File: config.mk
export PLATFORM = sky130hd
export DESIGN_NAME = fetch_buffered_flat
export DESIGN_NICKNAME = d
export VERILOG_FILES = /design/src/rtl/fetch_buffered_pkg.sv /design/src/rtl/fetch_buffered_if.sv /design/src/rtl/fetch_buffered_fifo.sv /design/src/rtl/fetch_buffered.sv /design/src/flat_wrapper.sv
export SDC_FILE = /design/constraint.sdc
export NUM_CORES = 1
export LEC_CHECK = 0
export CAP_MARGIN = 20
export CORE_MARGIN = 2
export CORE_UTILIZATION = 58
export DETAILED_ROUTE_END_ITERATION = 12
export GPL_ROUTABILITY_DRIVEN = 0
export HOLD_SLACK_MARGIN = 0.05
export PLACE_DENSITY_LB_ADDON = 0.08
export SLEW_MARGIN = 20
export SYNTH_ARGS = -nofsm -noshare
export SYNTH_HDL_FRONTEND = slang
export SYNTH_SLANG_ARGS = --single-unit
File: constraint.sdc
create_clock -name clk -period 7.15 [get_ports clk]
set_input_delay 0.715 -clock clk [delete_from_list [all_inputs] [get_ports clk]]
set_output_delay 0.715 -clock clk [all_outputs]
set_load 0.05 [all_outputs]
File: src/rtl/fetch_buffered_pkg.sv
// Shared definitions for the buffered fetch stage: FSM state encoding and
// default reset / exception vectors.
package fetch_buffered_pkg;

  // IDLE: nothing outstanding; WAIT: one live request; DROP: one stale request
  typedef enum logic [1:0] {
    ST_IDLE = 2'd0,
    ST_WAIT = 2'd1,
    ST_DROP = 2'd2
  } fetch_state_e;

  localparam logic [31:0] DEFAULT_RESET_PC   = 32'h0000_0000;
  localparam logic [31:0] DEFAULT_EXC_VECTOR = 32'h0000_0080;

  // Width of an occupancy counter able to hold 0..depth inclusive
  function automatic int count_width(input int depth);
    return $clog2(depth) + 1;
  endfunction

endpackage

File: src/rtl/fetch_buffered_if.sv
// Bundles the imem request/response port and the decode-side queue port.
// master = fetch stage, slave = memory + decode environment.
interface fetch_buffered_if #(
  parameter int ADDR_W  = 32,
  parameter int INSTR_W = 32
);
  logic               imem_req_valid;
  logic               imem_req_ready;
  logic [ADDR_W-1:0]  imem_req_addr;
  logic               imem_resp_valid;
  logic [INSTR_W-1:0] imem_resp_data;
  logic               out_valid;
  logic               out_ready;
  logic [INSTR_W-1:0] out_instr;
  logic [ADDR_W-1:0]  out_pc;

  modport master (
    output imem_req_valid, imem_req_addr, out_valid, out_instr, out_pc,
    input  imem_req_ready, imem_resp_valid, imem_resp_data, out_ready
  );

  modport slave (
    input  imem_req_valid, imem_req_addr, out_valid, out_instr, out_pc,
    output imem_req_ready, imem_resp_valid, imem_resp_data, out_ready
  );
endinterface

File: src/rtl/fetch_buffered_fifo.sv
// Synchronous FIFO with flush and occupancy count; holds {pc, instr} pairs
// between the imem response and decode.
module fetch_fifo
  import fetch_buffered_pkg::*;
#(
  parameter int WIDTH = 64,
  parameter int DEPTH = 4
) (
  input  logic                   clk,
  input  logic                   reset_i,
  input  logic                   flush_i,
  input  logic                   push_i,
  input  logic [WIDTH-1:0]       data_i,
  input  logic                   pop_i,
  output logic [WIDTH-1:0]       data_o,
  output logic [$clog2(DEPTH):0] count_o
);

  localparam int PTR_W = $clog2(DEPTH);
  localparam int CNT_W = count_width(DEPTH);

  logic [WIDTH-1:0] mem_q [DEPTH];
  logic [PTR_W-1:0] wr_ptr_q, rd_ptr_q;
  logic [CNT_W-1:0] count_q;
  logic             push_ok, pop_ok;

  assign push_ok = push_i && (count_q != CNT_W'(DEPTH));
  assign pop_ok  = pop_i  && (count_q != '0);

  // Storage write
  // NOTE: the entries have no reset; nothing reads a slot before it is
  // written, so only the pointers and count need a defined reset value.
  always_ff @(posedge clk) begin
    if (push_ok && !flush_i) mem_q[wr_ptr_q] <= data_i;
  end

  // Pointer and occupancy update; flush wins over a same-cycle push/pop
  // NOTE: sequential state uses <= so every register sees pre-edge values,
  // regardless of statement order.
  always_ff @(posedge clk) begin
    if (reset_i || flush_i) begin
      wr_ptr_q <= '0;
      rd_ptr_q <= '0;
      count_q  <= '0;
    end else begin
      if (push_ok) wr_ptr_q <= wr_ptr_q + PTR_W'(1);
      if (pop_ok)  rd_ptr_q <= rd_ptr_q + PTR_W'(1);
      if (push_ok && !pop_ok)      count_q <= count_q + CNT_W'(1);
      else if (pop_ok && !push_ok) count_q <= count_q - CNT_W'(1);
    end
  end

  assign data_o  = mem_q[rd_ptr_q];
  assign count_o = count_q;

endmodule

File: src/rtl/fetch_buffered.sv
// Fetch/PC stage: one imem request in flight at a time, redirects with
// exception > branch > jump priority, responses queued toward decode.
module fetch_buffered
  import fetch_buffered_pkg::*;
#(
  parameter int                ADDR_W     = 32,
  parameter int                INSTR_W    = 32,
  parameter int                DEPTH      = 4,
  parameter int                PC_STEP    = 4,
  parameter logic [ADDR_W-1:0] RESET_PC   = ADDR_W'(DEFAULT_RESET_PC),
  parameter logic [ADDR_W-1:0] EXC_VECTOR = ADDR_W'(DEFAULT_EXC_VECTOR)
) (
  input  logic              clk,
  input  logic              reset,
  input  logic              is_exception,
  input  logic              is_branch,
  input  logic              is_jump,
  input  logic [ADDR_W-1:0] pc_branch,
  input  logic [ADDR_W-1:0] pc_jump,
  fetch_buffered_if.master  bus
);

  localparam int CNT_W = count_width(DEPTH);

  fetch_state_e               state_q, state_d;
  logic [ADDR_W-1:0]          fetch_pc_q, fetch_pc_d;
  logic [ADDR_W-1:0]          req_pc_q;
  logic [ADDR_W-1:0]          redirect_pc;
  logic                       redirect;
  logic                       req_fire;
  logic                       push, pop;
  logic [CNT_W-1:0]           count;
  logic [ADDR_W+INSTR_W-1:0]  head;

  assign redirect = is_exception || is_branch || is_jump;

  // Redirect target selection, highest priority first
  // NOTE: every always_comb output gets a default first so no path can
  // leave it unassigned and infer a latch.
  always_comb begin
    redirect_pc = fetch_pc_q;
    if (is_exception)   redirect_pc = EXC_VECTOR;
    else if (is_branch) redirect_pc = pc_branch;
    else if (is_jump)   redirect_pc = pc_jump;
  end

  // Only issue from IDLE with a guaranteed free slot for the response
  assign bus.imem_req_valid = !reset && (state_q == ST_IDLE) && !redirect &&
                              (count < CNT_W'(DEPTH));
  assign bus.imem_req_addr  = fetch_pc_q;
  assign req_fire           = bus.imem_req_valid && bus.imem_req_ready;

  // A live response is queued unless a redirect makes it stale this cycle
  assign push = (state_q == ST_WAIT) && bus.imem_resp_valid && !redirect;
  assign pop  = bus.out_valid && bus.out_ready;

  // Next state and next fetch PC
  always_comb begin
    state_d    = state_q;
    fetch_pc_d = fetch_pc_q;
    case (state_q)
      ST_IDLE: if (req_fire) state_d = ST_WAIT;
      ST_WAIT: begin
        if (bus.imem_resp_valid) state_d = ST_IDLE;
        else if (redirect)       state_d = ST_DROP;
      end
      ST_DROP: if (bus.imem_resp_valid) state_d = ST_IDLE;
      default: state_d = ST_IDLE;
    endcase
    if (redirect)      fetch_pc_d = redirect_pc;
    else if (req_fire) fetch_pc_d = fetch_pc_q + ADDR_W'(PC_STEP);
  end

  // State, fetch PC and in-flight request PC registers
  always_ff @(posedge clk) begin
    if (reset) begin
      state_q    <= ST_IDLE;
      fetch_pc_q <= RESET_PC;
      req_pc_q   <= '0;
    end else begin
      state_q    <= state_d;
      fetch_pc_q <= fetch_pc_d;
      if (req_fire) req_pc_q <= fetch_pc_q;
    end
  end

  fetch_fifo #(
    .WIDTH (ADDR_W + INSTR_W),
    .DEPTH (DEPTH)
  ) u_fifo (
    .clk     (clk),
    .reset_i (reset),
    .flush_i (redirect),
    .push_i  (push),
    .data_i  ({req_pc_q, bus.imem_resp_data}),
    .pop_i   (pop),
    .data_o  (head),
    .count_o (count)
  );

  assign bus.out_valid = !reset && (count != '0);
  assign bus.out_pc    = bus.out_valid ? head[ADDR_W+INSTR_W-1:INSTR_W] : '0;
  assign bus.out_instr = bus.out_valid ? head[INSTR_W-1:0] : '0;

endmodule

File: src/flat_wrapper.sv
// flat-port wrapper written by rule: the top's interface ports become plain ports
module fetch_buffered_flat import fetch_buffered_pkg::*;
#(
  parameter int                ADDR_W     = 32,
  parameter int                INSTR_W    = 32,
  parameter int                DEPTH      = 4,
  parameter int                PC_STEP    = 4,
  parameter logic [ADDR_W-1:0] RESET_PC   = ADDR_W'(DEFAULT_RESET_PC),
  parameter logic [ADDR_W-1:0] EXC_VECTOR = ADDR_W'(DEFAULT_EXC_VECTOR)
)
  (clk, reset, is_exception, is_branch, is_jump, pc_branch, pc_jump, bus_imem_req_valid, bus_imem_req_addr, bus_out_valid, bus_out_instr, bus_out_pc, bus_imem_req_ready, bus_imem_resp_valid, bus_imem_resp_data, bus_out_ready);
  fetch_buffered_if #(.ADDR_W(ADDR_W), .INSTR_W(INSTR_W)) bus_i ();
  input  logic clk;
  input  logic reset;
  input  logic is_exception;
  input  logic is_branch;
  input  logic is_jump;
  input  logic [ADDR_W-1:0] pc_branch;
  input  logic [ADDR_W-1:0] pc_jump;
  output wire logic [$bits(bus_i.imem_req_valid)-1:0] bus_imem_req_valid;
  output wire logic [$bits(bus_i.imem_req_addr)-1:0] bus_imem_req_addr;
  output wire logic [$bits(bus_i.out_valid)-1:0] bus_out_valid;
  output wire logic [$bits(bus_i.out_instr)-1:0] bus_out_instr;
  output wire logic [$bits(bus_i.out_pc)-1:0] bus_out_pc;
  input wire logic [$bits(bus_i.imem_req_ready)-1:0] bus_imem_req_ready;
  input wire logic [$bits(bus_i.imem_resp_valid)-1:0] bus_imem_resp_valid;
  input wire logic [$bits(bus_i.imem_resp_data)-1:0] bus_imem_resp_data;
  input wire logic [$bits(bus_i.out_ready)-1:0] bus_out_ready;
  assign bus_imem_req_valid = bus_i.imem_req_valid;
  assign bus_imem_req_addr = bus_i.imem_req_addr;
  assign bus_out_valid = bus_i.out_valid;
  assign bus_out_instr = bus_i.out_instr;
  assign bus_out_pc = bus_i.out_pc;
  assign bus_i.imem_req_ready = bus_imem_req_ready;
  assign bus_i.imem_resp_valid = bus_imem_resp_valid;
  assign bus_i.imem_resp_data = bus_imem_resp_data;
  assign bus_i.out_ready = bus_out_ready;
  fetch_buffered #(.ADDR_W(ADDR_W), .INSTR_W(INSTR_W), .DEPTH(DEPTH), .PC_STEP(PC_STEP), .RESET_PC(RESET_PC), .EXC_VECTOR(EXC_VECTOR)) u_core (.clk(clk), .reset(reset), .is_exception(is_exception), .is_branch(is_branch), .is_jump(is_jump), .pc_branch(pc_branch), .pc_jump(pc_jump), .bus(bus_i));
endmodule
* After elaboration in Yosys (flattened, before gate mapping)
Memories as Yosys holds them, arrays and structs flattened. A register that Yosys moved wholly into a read port is not among the register bits.
Cells that the tools add are included.
** Storage, ports and cells
- Input port bits :: 104
- Bits in writable memories :: 256
- Memories kept :: 1
- Register bits :: 73
- Logic and storage cells :: 64
** Memories
- u_core.u_fifo.mem_q :: depth 4, width 64, read ports 1, clocked after Yosys merged registers in 1, write ports 1, line fetch_buffered_fifo.sv:22 : logic [WIDTH-1:0] mem_q [DEPTH];
** Cells by class
- $add $sub $neg :: 5
- Equal/unequal tests :: 7
- Reduce and logical (&&, ||, !) cells :: 26
- Multiplexer cells :: 18
- $lt $le $gt $ge :: 1
** Operators with widths (number)
- two-way mux 32 bit :: 7
- adder 32 x 3 -> 32 bit (second input constant) :: 1
- logical AND 1 bit :: 13
- two-way mux 2 bit :: 6
- two-way mux 3 bit :: 2
- one-hot mux 2 bit (3 select lines) :: 1
- adder 2 x 1 -> 2 bit (second input constant) :: 2
- zero test 1 bit :: 4
- != test 4 bit (second input constant) :: 1
- nonzero test 2 bit :: 2
- adder 3 x 1 -> 3 bit (second input constant) :: 1
- logical OR 1 bit :: 3
- less-than comparator 3 bit (second input constant) :: 1
- != test 3 x 2 -> 1 bit (second input constant) :: 1
- != test 3 bit (second input constant) :: 1
- AND reduction 3 bit :: 1
- nonzero test 3 bit :: 1
- subtractor 3 x 1 -> 3 bit (second input constant) :: 1
- equality test 2 x 1 -> 1 bit (second input constant) :: 1
- equality test 2 bit (second input constant) :: 1
- zero test 2 bit :: 1
- two-way mux 1 bit :: 2
- != test 2 x 1 -> 1 bit (second input constant) :: 1
- != test 2 bit (second input constant) :: 1
- AND reduction 2 bit :: 1

* Logic depth before layout (Yosys ltp)
Gate-level depths: netlist of the first run.
- Depth in word-level cells :: 9
- Gate-level depth with buffers :: 11
- Mapped depth without buffers :: 9

* Modules after synthesis
Synthesis of the first run repeated with hierarchy kept, for this count alone.
** Second synthesis, totals
- Cell total of the unflattened synthesis :: 937
- Area, all modules :: 13818.3 um^2
** Modules (own cells, without submodules)
- fetch_fifo :: cells an instance 384, instances 1, area each 9778.1 um^2
- fetch_buffered :: cells an instance 553, instances 1, area each 4040.1 um^2

* Worst setup path before layout of the first run
No wires, ideal clock.
- Kind :: input -> output
- From :: in is_exception
- To :: out bus_imem_req_valid
- Path slack :: 3.446 ns
- Arrival :: 2.989 ns
- Stages :: 5
- Path through :: buf_2 nor3_2 nand2b_1 clkbuf_1 nor4_1
** On the way
- Word-level cells in the longest chain between the ends :: 5
** Ends and longest elaborated chain
- start: declaration :: line flat_wrapper.sv:15 : input logic is_exception;
- logical OR 1 bit (2 in series) :: line fetch_buffered.sv:35 : assign redirect = is_exception || is_branch || is_jump;
- zero test 1 bit :: line fetch_buffered.sv:48 : assign bus.imem_req_valid = !reset && (state_q == ST_IDLE) && !redirect &&
- logical AND 1 bit (2 in series) :: line fetch_buffered.sv:48
- end: declaration :: line flat_wrapper.sv:20 : output wire logic [$bits(bus_i.imem_req_valid)-1:0] bus_imem_req_valid;
No other way between the ends.

* Worst setup path in the final report of the first run
Same ends and word-level chain as after synthesis.

==> out/results.tsv, run 1 <==
metric	value	unit
Worst setup EP type	output port	
vias in the first global route	8208	
total chip power	3.896	mW
multi-input logic area	0.004110	mm^2
top_reg_cell synth	edfxtp_1	
Worst Skew	0.01454	ns
Initial Util	0.5944	
Nets	1206	
wire per inst	20.22	um
min Tclk post-route	4.359	ns
crit path DAT	3.64	ns
Fillers	1476	
GRT Overall Usage	0.2385	
grt ovf	0	
CTS tree	yes	
die span in x	156.8	um
Reg clk slew, reported paths	0.06	ns
first-pass GRT wire length	45.42	mm
CTS sink cnt	331	
die area	0.02458	mm^2
Mapped Nets	1020	
MaxCap Viol Count	0	
endpoints failing setup	0	
clock root cell	clkbuf_16	
Syn-to-layout area delta	24.36	%
TritonRoute pass-1 iters	5	
Mapped Avg Cell Area	14.89	um^2
CTS Buffer Depth	3	
placed cells	1375	
fraction of registers with async set/reset	0	
Post-synth EDFFs	256	
Port Buffers	201	
Final Instance Count excl. Fillers	1432	
Boundary Pins	202	
Leak Pwr	5.169	nW
Place WS	2.852	ns
fin crit share	0.6097	
Yosys warnings	0	
# DRC	0	
status	finished, final reports clean	
post-detail-place hpwl	18.01	mm
largest net degree at the start of global routing	65	
worst hold slack	0.4988	ns
commonest non-fill, non-tap cell in the layout	edfxtp_1	
WP data required	6.43	ns
Core Box Area	0.02278	mm^2
worst-margin pin slew	1.008	ns
Hold Vio Cnt, Final	0	
cell area after placement	0.01580	mm^2
final setup margin	2.791	ns
critical path class	input port to output port	
maximum clock rate	229.4	MHz
power per cell area	231.4	mW/mm^2
Die Height	156.8	um
post-CTS setup buffer count	0	
RSZ-0062 raised after global routing	no	
total number of vias	8353	
CTS buffer count	31	
Seq/Total Area, Yosys	0.6787	
Reg area	0.009196	mm^2
Crit Path Max Fanout	28	
Iter 0 DRT Violations	620	
cts hold-fix bufs	0	
startpoint class of the critical path	input port	
# rows	55	
ANT nets after route	0	
Max-slew headroom	0.3280	
mapped cell area	0.01354	mm^2
Via-to-Cell Ratio	5.833	
Peak VDD IR	0.1599	mV
share of cells above drive strength 1	0.1332	
Clk Latency, worst-skew pair	0.55	ns
most frequent cells in the layout	edfxtp_1, clkdlybuf4s50_1, nand2_1	
routed wire length	28.95	mm
post_cts resized	0	
H-tree lvl count	1	
antenna violations before repair	1	
Tightest Hold Check Type	flip-flop to flip-flop	
Yosys reg bits	331	
final setup TNS	0	ns
Unique masters post-synth	58	
fin. max-slew vios	0	
diodes inserted	0	
Synth Instances	909	
post-layout util	0.7392	
final design area excluding fillers	0.01684	mm^2
[critical path, cell delays in order]
cell and delay, ns:
clkdlybuf4s50_1 0.90, nor3_2 0.35, buf_4 0.26, nand2b_1 0.08
buf_4 0.21, nor4_1 0.24, clkdlybuf4s50_1 0.88
[flip-flops by register name, indices dropped and copies added (netlist names), named ones only]
register,cells
u_core.bus.imem_req_addr,32
u_core.u_fifo.mem_q,256
u_core.u_fifo.count_o,3
u_core.req_pc_q,32
u_core.state_q,2
u_core.u_fifo.rd_ptr_q,2
u_core.u_fifo.wr_ptr_q,2
[kinds of logic after synthesis]
logic type,count (synthesis),synth area share
DFF,331,0.6787
buffers and inverters,63,0.01950
muxes,72,0.1125
AOI/OAI and AO/OA,127,0.05730
adders and majority gates,7,0.007023
and+or+nand+nor,298,0.1179
xor gates and xnor gates,11,0.007116
[routing by layer]
layer,vias up,global-route usage,wire length [um]
met3,44,0.04320,2030
met5,-,0,13
met1,4120,0.3505,12900
met4,2,0.05242,486
met2,319,0.3782,13520
li1,3868,-,-
[path summary, 6_finish.rpt]
path	startpoint	to	slack [ns]	cells past startpoint
max	is_exception	bus_imem_req_valid	2.79	7
min	u_core.req_pc_q[3]$_SDFFE_PP0P_	u_core.u_fifo.mem_q[3][35]$_DFFE_PP_	0.50	0
max reg2reg	u_core.bus.imem_req_addr[2]$_SDFFE_PP0P_	u_core.bus.imem_req_addr[30]$_SDFFE_PP0P_	4.64	6
min reg2reg	u_core.req_pc_q[3]$_SDFFE_PP0P_	u_core.u_fifo.mem_q[3][35]$_DFFE_PP_	0.50	0
[Yosys cell counts, types with 6 or more instances]
cell,instances,area (um^2)
mux4_2,64,1441
and2_1,72,450.4
o21ai_0,7,35.03
nand4_1,11,68.82
nand2_1,83,311.6
edfxtp_1,256,7687
clkbuf_1,40,150.1
nor3_1,18,90.09
or3_1,7,43.79
a211oi_1,6,45.04
mux2i_1,7,70.07
a22oi_1,23,172.7
o22ai_1,11,68.82
nor2_1,49,183.9
buf_2,15,75.07
nor4_1,8,50.05
xor2_1,6,52.55
ha_1,6,75.07
a21oi_1,63,315.3
dfxtp_1,75,1501
nand3_1,13,65.06
[power breakdown]
group	switching [mW]	internal (mW)	leakage [nW]
registers	0.0147	2.06	2.78
logic	0.0866	0.0832	1.87
clock network	0.673	0.975	0.517
[area by class of cell]
cell class	instances	share of cell area
flip-flops and latches	331	0.5462
repair buffers	211	0.1237
clock inverters	20	0.01189
clock buffers	37	0.04979
inverters	5	0.001115
multi-input cells	515	0.2441
well taps	313	0.02326
No activity file was read; power rests on OpenSTA's default activity.
==> run 2, diff against run 1 <==
--- a/config.mk
+++ b/config.mk
@@ -7,7 +7,7 @@
 export LEC_CHECK = 0
 export CAP_MARGIN = 20
 export CORE_MARGIN = 2
-export CORE_UTILIZATION = 58
+export CORE_UTILIZATION = 49
 export DETAILED_ROUTE_END_ITERATION = 12
 export GPL_ROUTABILITY_DRIVEN = 0
 export HOLD_SLACK_MARGIN = 0.05
==> constraint.sdc (replaced) <==
create_clock -name clk -period 3.8 [get_ports clk]
set_input_delay 0.38 -clock clk [delete_from_list [all_inputs] [get_ports clk]]
set_output_delay 0.38 -clock clk [all_outputs]
set_load 0.05 [all_outputs]
==> run 2 against run 1 <==
Effect of this change:
- global-route usage down 2.0 points
- highest routed layer is now met4
- sequential cell count is the same
- setup slack worse by 2.3 ns
- sequential power grew 88%
- non-clock buffer count up 18
- clock-buffer cell count grew 10
- critical path type is now flip-flop to output port
- sequential share of layout area decreased by 0.96 points
- power rose by 92%
==> out/results.tsv, run 2 (same netlist as run 1, synthesis figures left out) <==
metric	value	unit	change
Syn-to-layout area delta	26.58	%	
post-detail-place hpwl	20.51	mm	+14%
vias in the first global route	8430		+2.7%
Boundary Pins	202		unchanged
Reg clk slew, reported paths	0.06	ns	about the same
RSZ-0062 raised after global routing	no		
status	finished, final reports clean		
# DRC	0		unchanged
total number of vias	8424		+0.85%
Leak Pwr	5.298	nW	+2.5%
min Tclk post-route	3.344	ns	
Top Usage Layer GRT	met2		
Initial Util	0.5010		-0.09342
die area	0.02898	mm^2	+18%
crit path DAT	2.96	ns	-0.68 ns
Port Buffers	201		unchanged
CTS Buffer Depth	3		unchanged
Crit Path Max Fanout	19		-32%
CTS sink cnt	331		unchanged
TritonRoute pass-1 iters	5		unchanged
diodes inserted	0		unchanged
Die Height	170.2	um	+8.6%
commonest non-fill, non-tap cell in the layout	edfxtp_1		
critical path class	flip-flop to output port		
r2r startpoint	u_core.u_fifo.count_o[2]$_SDFFE_PP0P_		
met2 Use GR	0.3669		-0.01132
post-CTS setup buffer count	0		unchanged
H-tree lvl count	2		+1
Nets	1227		+1.7%
antenna violations before repair	0		-1
power per cell area	436.7	mW/mm^2	+89%
routed wire length	30.99	mm	+7.1%
fin. max-slew vios	0		unchanged
Worst Skew	0.01481	ns	+0.0002676 ns
wire per inst	20.93	um	+3.5%
final setup TNS	0	ns	unchanged
first-pass GRT wire length	48.11	mm	+5.9%
endpoints failing setup	0		unchanged
max FFs per register	256		unchanged
ANT nets after route	0		unchanged
most flop-heavy register	u_core.u_fifo.mem_q		
# rows	60		+9.1%
cell area after placement	0.01604	mm^2	+1.5%
routing usage on met3	0.04419		+0.0009847
Peak VDD IR	0.2348	mV	+47%
maximum clock rate	299.0	MHz	
WP data required	3.42	ns	-3.01 ns
cts hold-fix bufs	0		unchanged
worst hold slack	0.4977	ns	-0.001086 ns
Via-to-Cell Ratio	5.688		-2.5%
Fillers	2026		+37%
clock root cell	clkbuf_16		
grt ovf	0		unchanged
post_cts resized	0		unchanged
CTS tree	yes		
most frequent cells in the layout	edfxtp_1, clkdlybuf4s50_1, nand2_1		
final design area excluding fillers	0.01714	mm^2	+1.8%
Hold Vio Cnt, Final	0		unchanged
M1 GR Usage	0.2919		-0.05857
GRT Overall Usage	0.2189		-0.01957
fin crit share	0.8800		
Clk Latency, worst-skew pair	0.50	ns	-0.05 ns
hold_sp	u_core.req_pc_q[20]$_SDFFE_PP0P_		
Iter 0 DRT Violations	493		-20%
Max-slew headroom	0.4763		+0.1483
CTS buffer count	34		+9.7%
largest net degree at the start of global routing	58		-11%
Core Box Area	0.02703	mm^2	+19%
Worst setup EP type	output port		
MaxCap Viol Count	0		unchanged
share of cells above drive strength 1	0.1447		+0.01158
Tightest Hold Check Type	flip-flop to flip-flop		
worst-margin pin slew	0.7837	ns	-0.2243 ns
startpoint class of the critical path	flip-flop		
die span in x	170.2	um	+8.6%
post-layout util	0.6341		-0.1051
-- run 2: cell types whose count changed in the layout (fill, tap and decap cells not counted), sizes merged --
cell | previous run | this run
clkbuf | 37 | 47
buf | 11 | 30
clkdlybuf4s50 | 200 | 199
clkinv | 14 | 8
bufinv | 4 | 3
-- run 2: final timing paths --
path | end | slack [ns] | depth (start not counted)
worst max-delay path | bus_out_pc[24] | 0.46 | 4
worst min-delay path | u_core.req_pc_q[20]$_SDFFE_PP0P_ | 0.50 | 2
worst max register to register | u_core.u_fifo.count_o[2]$_SDFFE_PP0P_ | 1.11 | 10
worst min register to register | u_core.req_pc_q[20]$_SDFFE_PP0P_ | 0.50 | 2
-- run 2: critical path, cell delays in order, from the launching register on --
cell	delay, ns
dfxtp_4	0.62
buf_4	0.38
mux4_2	0.54
and2_1	0.21
clkdlybuf4s50_1	0.71
-- run 2: power breakdown --
group / switching (mW) / internal (mW) / leakage [nW] / total (mW)
clock network: 1.29 / 1.96 / 0.533 / 3.25
logic: 0.167 / 0.160 / 1.99 / 0.326
registers: 0.0256 / 3.88 / 2.78 / 3.91
-- run 2: layout make-up --
cell class                 instances  area [um^2]  area share
clock buffer                      47        950.9     0.05549
clock inverter                    13        145.1    0.008469
timing repair buffer             229         2290      0.1336
multi-input combinational        515         4110      0.2398
sequential                       331         9196      0.5366
tap                              341        426.7     0.02490
inverter                           5        18.77    0.001095
-- run 2: routing by layer --
metal  vias up  share of wire
met1      4150           0.43
met5         -              0
li1       3912              -
met4         0          0.022
met2       313           0.49
met3        49          0.062
-- run 2: stage by stage --
stage	std cells	setup slack, ns	power, mW
global route	1481	0.2436	7.723
detailed placement	1421	0.7370	4.309
floorplan	909	0.4338	4.118
CTS	1481	0.3635	7.561
global placement	1421	0.7937	4.308
finish	1481	0.4560	7.484
==> run 3, diff against run 2 <==
--- a/config.mk
+++ b/config.mk
@@ -10,6 +10,7 @@
 export CORE_UTILIZATION = 49
 export DETAILED_ROUTE_END_ITERATION = 12
 export GPL_ROUTABILITY_DRIVEN = 0
+export GPL_TIMING_DRIVEN = 0
 export HOLD_SLACK_MARGIN = 0.05
 export PLACE_DENSITY_LB_ADDON = 0.08
 export SLEW_MARGIN = 20
==> run 3 against run 2 <==
Effect of this change:
- global-route usage shrank 0.17 points
- critical path depth grew 1
- register-to-register slack gained 0.14 ns
- sequential cell count is the same
- clock skew grew 0.0012 ns
- via count grew 1.0%
- first-iteration DRC count grew 38%
- setup slack lost 0.25 ns
- utilization grew 0.25 points
- die area is the same
- non-clock buffer count grew 32
- routed wire length shrank 0.53%
==> out/results.tsv, run 3 (same netlist as run 1, synthesis figures left out) <==
metric	value	unit	change
critical path class	flip-flop to output port		
largest net degree at the start of global routing	45		-22%
Nets	1260		+2.7%
startpoint class of the critical path	flip-flop		
post-layout util	0.6366		+0.002500
Tightest Hold Check Type	input port to flip-flop		
placed cells	1454		+2.3%
H-tree lvl count	2		unchanged
wire per inst	20.37	um	-2.6%
die area	0.02898	mm^2	unchanged
cts hold-fix bufs	0		unchanged
MaxCap Viol Count	0		unchanged
WP data required	3.42	ns	about the same
most frequent cells in the layout	edfxtp_1, clkdlybuf4s50_1, nand2_1		
RSZ-0062 raised after global routing	no		
endpoints failing setup	0		unchanged
R2R depth	10		unchanged
Crit Path Max Fanout	10		-9
post-detail-place hpwl	21.20	mm	+3.3%
CTS buffer count	35		+2.9%
CTS tree	yes		
total number of vias	8508		+1.0%
final design area excluding fillers	0.01721	mm^2	+0.39%
min Tclk post-route	3.590	ns	+0.2458 ns
fin crit share	0.9447		+0.06467
GRT Overall Usage	0.2172		-0.001720
worst hold path cell count	3		+1
CP dominant cell by count	clkbuf_1		
final setup TNS	0	ns	unchanged
vias in the first global route	8655		+2.7%
Syn-to-layout area delta	27.08	%	
share of cells above drive strength 1	0.1323		-0.01248
status	finished, final reports clean		
Worst setup EP type	output port		
Place WS	0.1774	ns	-0.5596 ns
Hold Vio Cnt, Final	0		unchanged
Top Usage Layer GRT	met2		
Boundary Pins	202		unchanged
antenna violations before repair	0		unchanged
Reg area	0.009189	mm^2	about the same
clock root cell	clkbuf_16		
M1 GR Usage	0.2860		-0.005902
# DRC	0		unchanged
Worst Skew	0.01598	ns	+0.001172 ns
met2 Use GR	0.3687		+0.001767
fin. max-slew vios	0		unchanged
crit path DAT	3.21	ns	+0.25 ns
Clk Latency, worst-skew pair	0.50	ns	about the same
CP peak stage delay	0.73	ns	+0.02 ns
max FFs per register	256		unchanged
grt ovf	0		unchanged
Port Buffers	200		-0.50%
most flop-heavy register	u_core.u_fifo.mem_q		
Via-to-Cell Ratio	5.623		-1.1%
TritonRoute pass-1 iters	5		unchanged
Iter 0 DRT Violations	678		+38%
final setup margin	0.2103	ns	-0.2458 ns
power per cell area	437.7	mW/mm^2	+0.23%
diodes inserted	0		unchanged
die span in x	170.2	um	unchanged
post-CTS setup buffer count	0		unchanged
CTS sink cnt	331		unchanged
commonest non-fill, non-tap cell in the layout	edfxtp_1		
multi-input logic area	0.004096	mm^2	-0.33%
CP cell instances	clkbuf_1 > clkbuf_1 > mux4_2 > and2_1 > clkdlybuf4s50_1		
Reg clk slew, reported paths	0.06	ns	about the same
routing usage on met3	0.05093		+0.006744
Core Box Area	0.02703	mm^2	unchanged
Leak Pwr	5.329	nW	+0.59%
crit path max-delay cell type	clkdlybuf4s50_1		
first-pass GRT wire length	48.02	mm	-0.17%
Peak VDD IR	0.2972	mV	+27%
Initial Util	0.5010		unchanged
Fillers	2068		+2.1%
Die Height	170.2	um	unchanged
Max-slew headroom	0.4422		-0.03413
ANT nets after route	0		unchanged
routed wire length	30.83	mm	-0.53%
# rows	60		unchanged
CTS Buffer Depth	3		unchanged
worst-margin pin slew	0.8251	ns	+0.04142 ns
maximum clock rate	278.6	MHz	-6.8%
cell area after placement	0.01609	mm^2	+0.29%
Final Instance Count excl. Fillers	1513		+2.2%
run 3: changes by cell type in the layout (fill, tap and decap cells not counted), sizes merged:
cell	previous run	this run
clkinv	8	9
buf	30	21
inv	6	5
clkdlybuf4s50	199	200
clkinvlp	1	0
clkbuf	47	88
run 3: area by class of cell:
class	count	share of cell area
flip-flops and latches	331	0.5341
well taps	341	0.02480
multi-input cells	515	0.2381
plain buffers	57	0.01418
repair buffers	204	0.1228
inverters	5	0.001091
clock inverters	12	0.007636
clock buffers	48	0.05738
run 3: path summary, 6_finish.rpt:
check	from	endpoint	slack, ns
worst min register to register	u_core.req_pc_q[19]$_SDFFE_PP0P_	u_core.req_pc_q[19]$_SDFFE_PP0P_	0.50
worst max register to register	u_core.u_fifo.count_o[0]$_SDFFE_PP0P_	u_core.u_fifo.count_o[2]$_SDFFE_PP0P_	1.25
worst min-delay path	is_exception	u_core.bus.imem_req_addr[29]$_SDFFE_PP0P_	0.34
worst max-delay path	flip-flop	bus_out_pc[5]	0.21
run 3: timing repair:
action | 4_1_cts | 5_1_grt
endpoints found under the setup margin | 2 | 8
pin swaps | 0 | 0
gates resized for setup | 0 | 4
run 3: through the flow:
step	hold WS, ns	total power, mW
after floorplan	0.4568	4.118
after CTS	0.3163	7.599
after detailed placement	0.4878	4.309
after global placement	0.4835	4.308
after global routing	0.3576	7.761
final	0.3386	7.530
run 3: critical path: cells and delay by family, from the launching register on:
family                 cells  cell delay [ns]
buffers and inverters      3             1.82
DFF                        1             0.30
muxes                      1             0.40
and+or+nand+nor            1             0.18
run 3: layer usage:
| metal | vias up | share of wire |
|---|---|---|
| met5 | - | 0 |
| met4 | 0 | 0.014 |
| met1 | 4177 | 0.42 |
| li1 | 3981 | - |
| met2 | 318 | 0.49 |
| met3 | 32 | 0.075 |
run 3: report_power, final:
group | switching, mW | internal [mW] | leakage (nW)
Sequential | 0.0259 | 3.88 | 2.78
Combinational | 0.167 | 0.158 | 2.00
Clock | 1.28 | 2.01 | 0.552
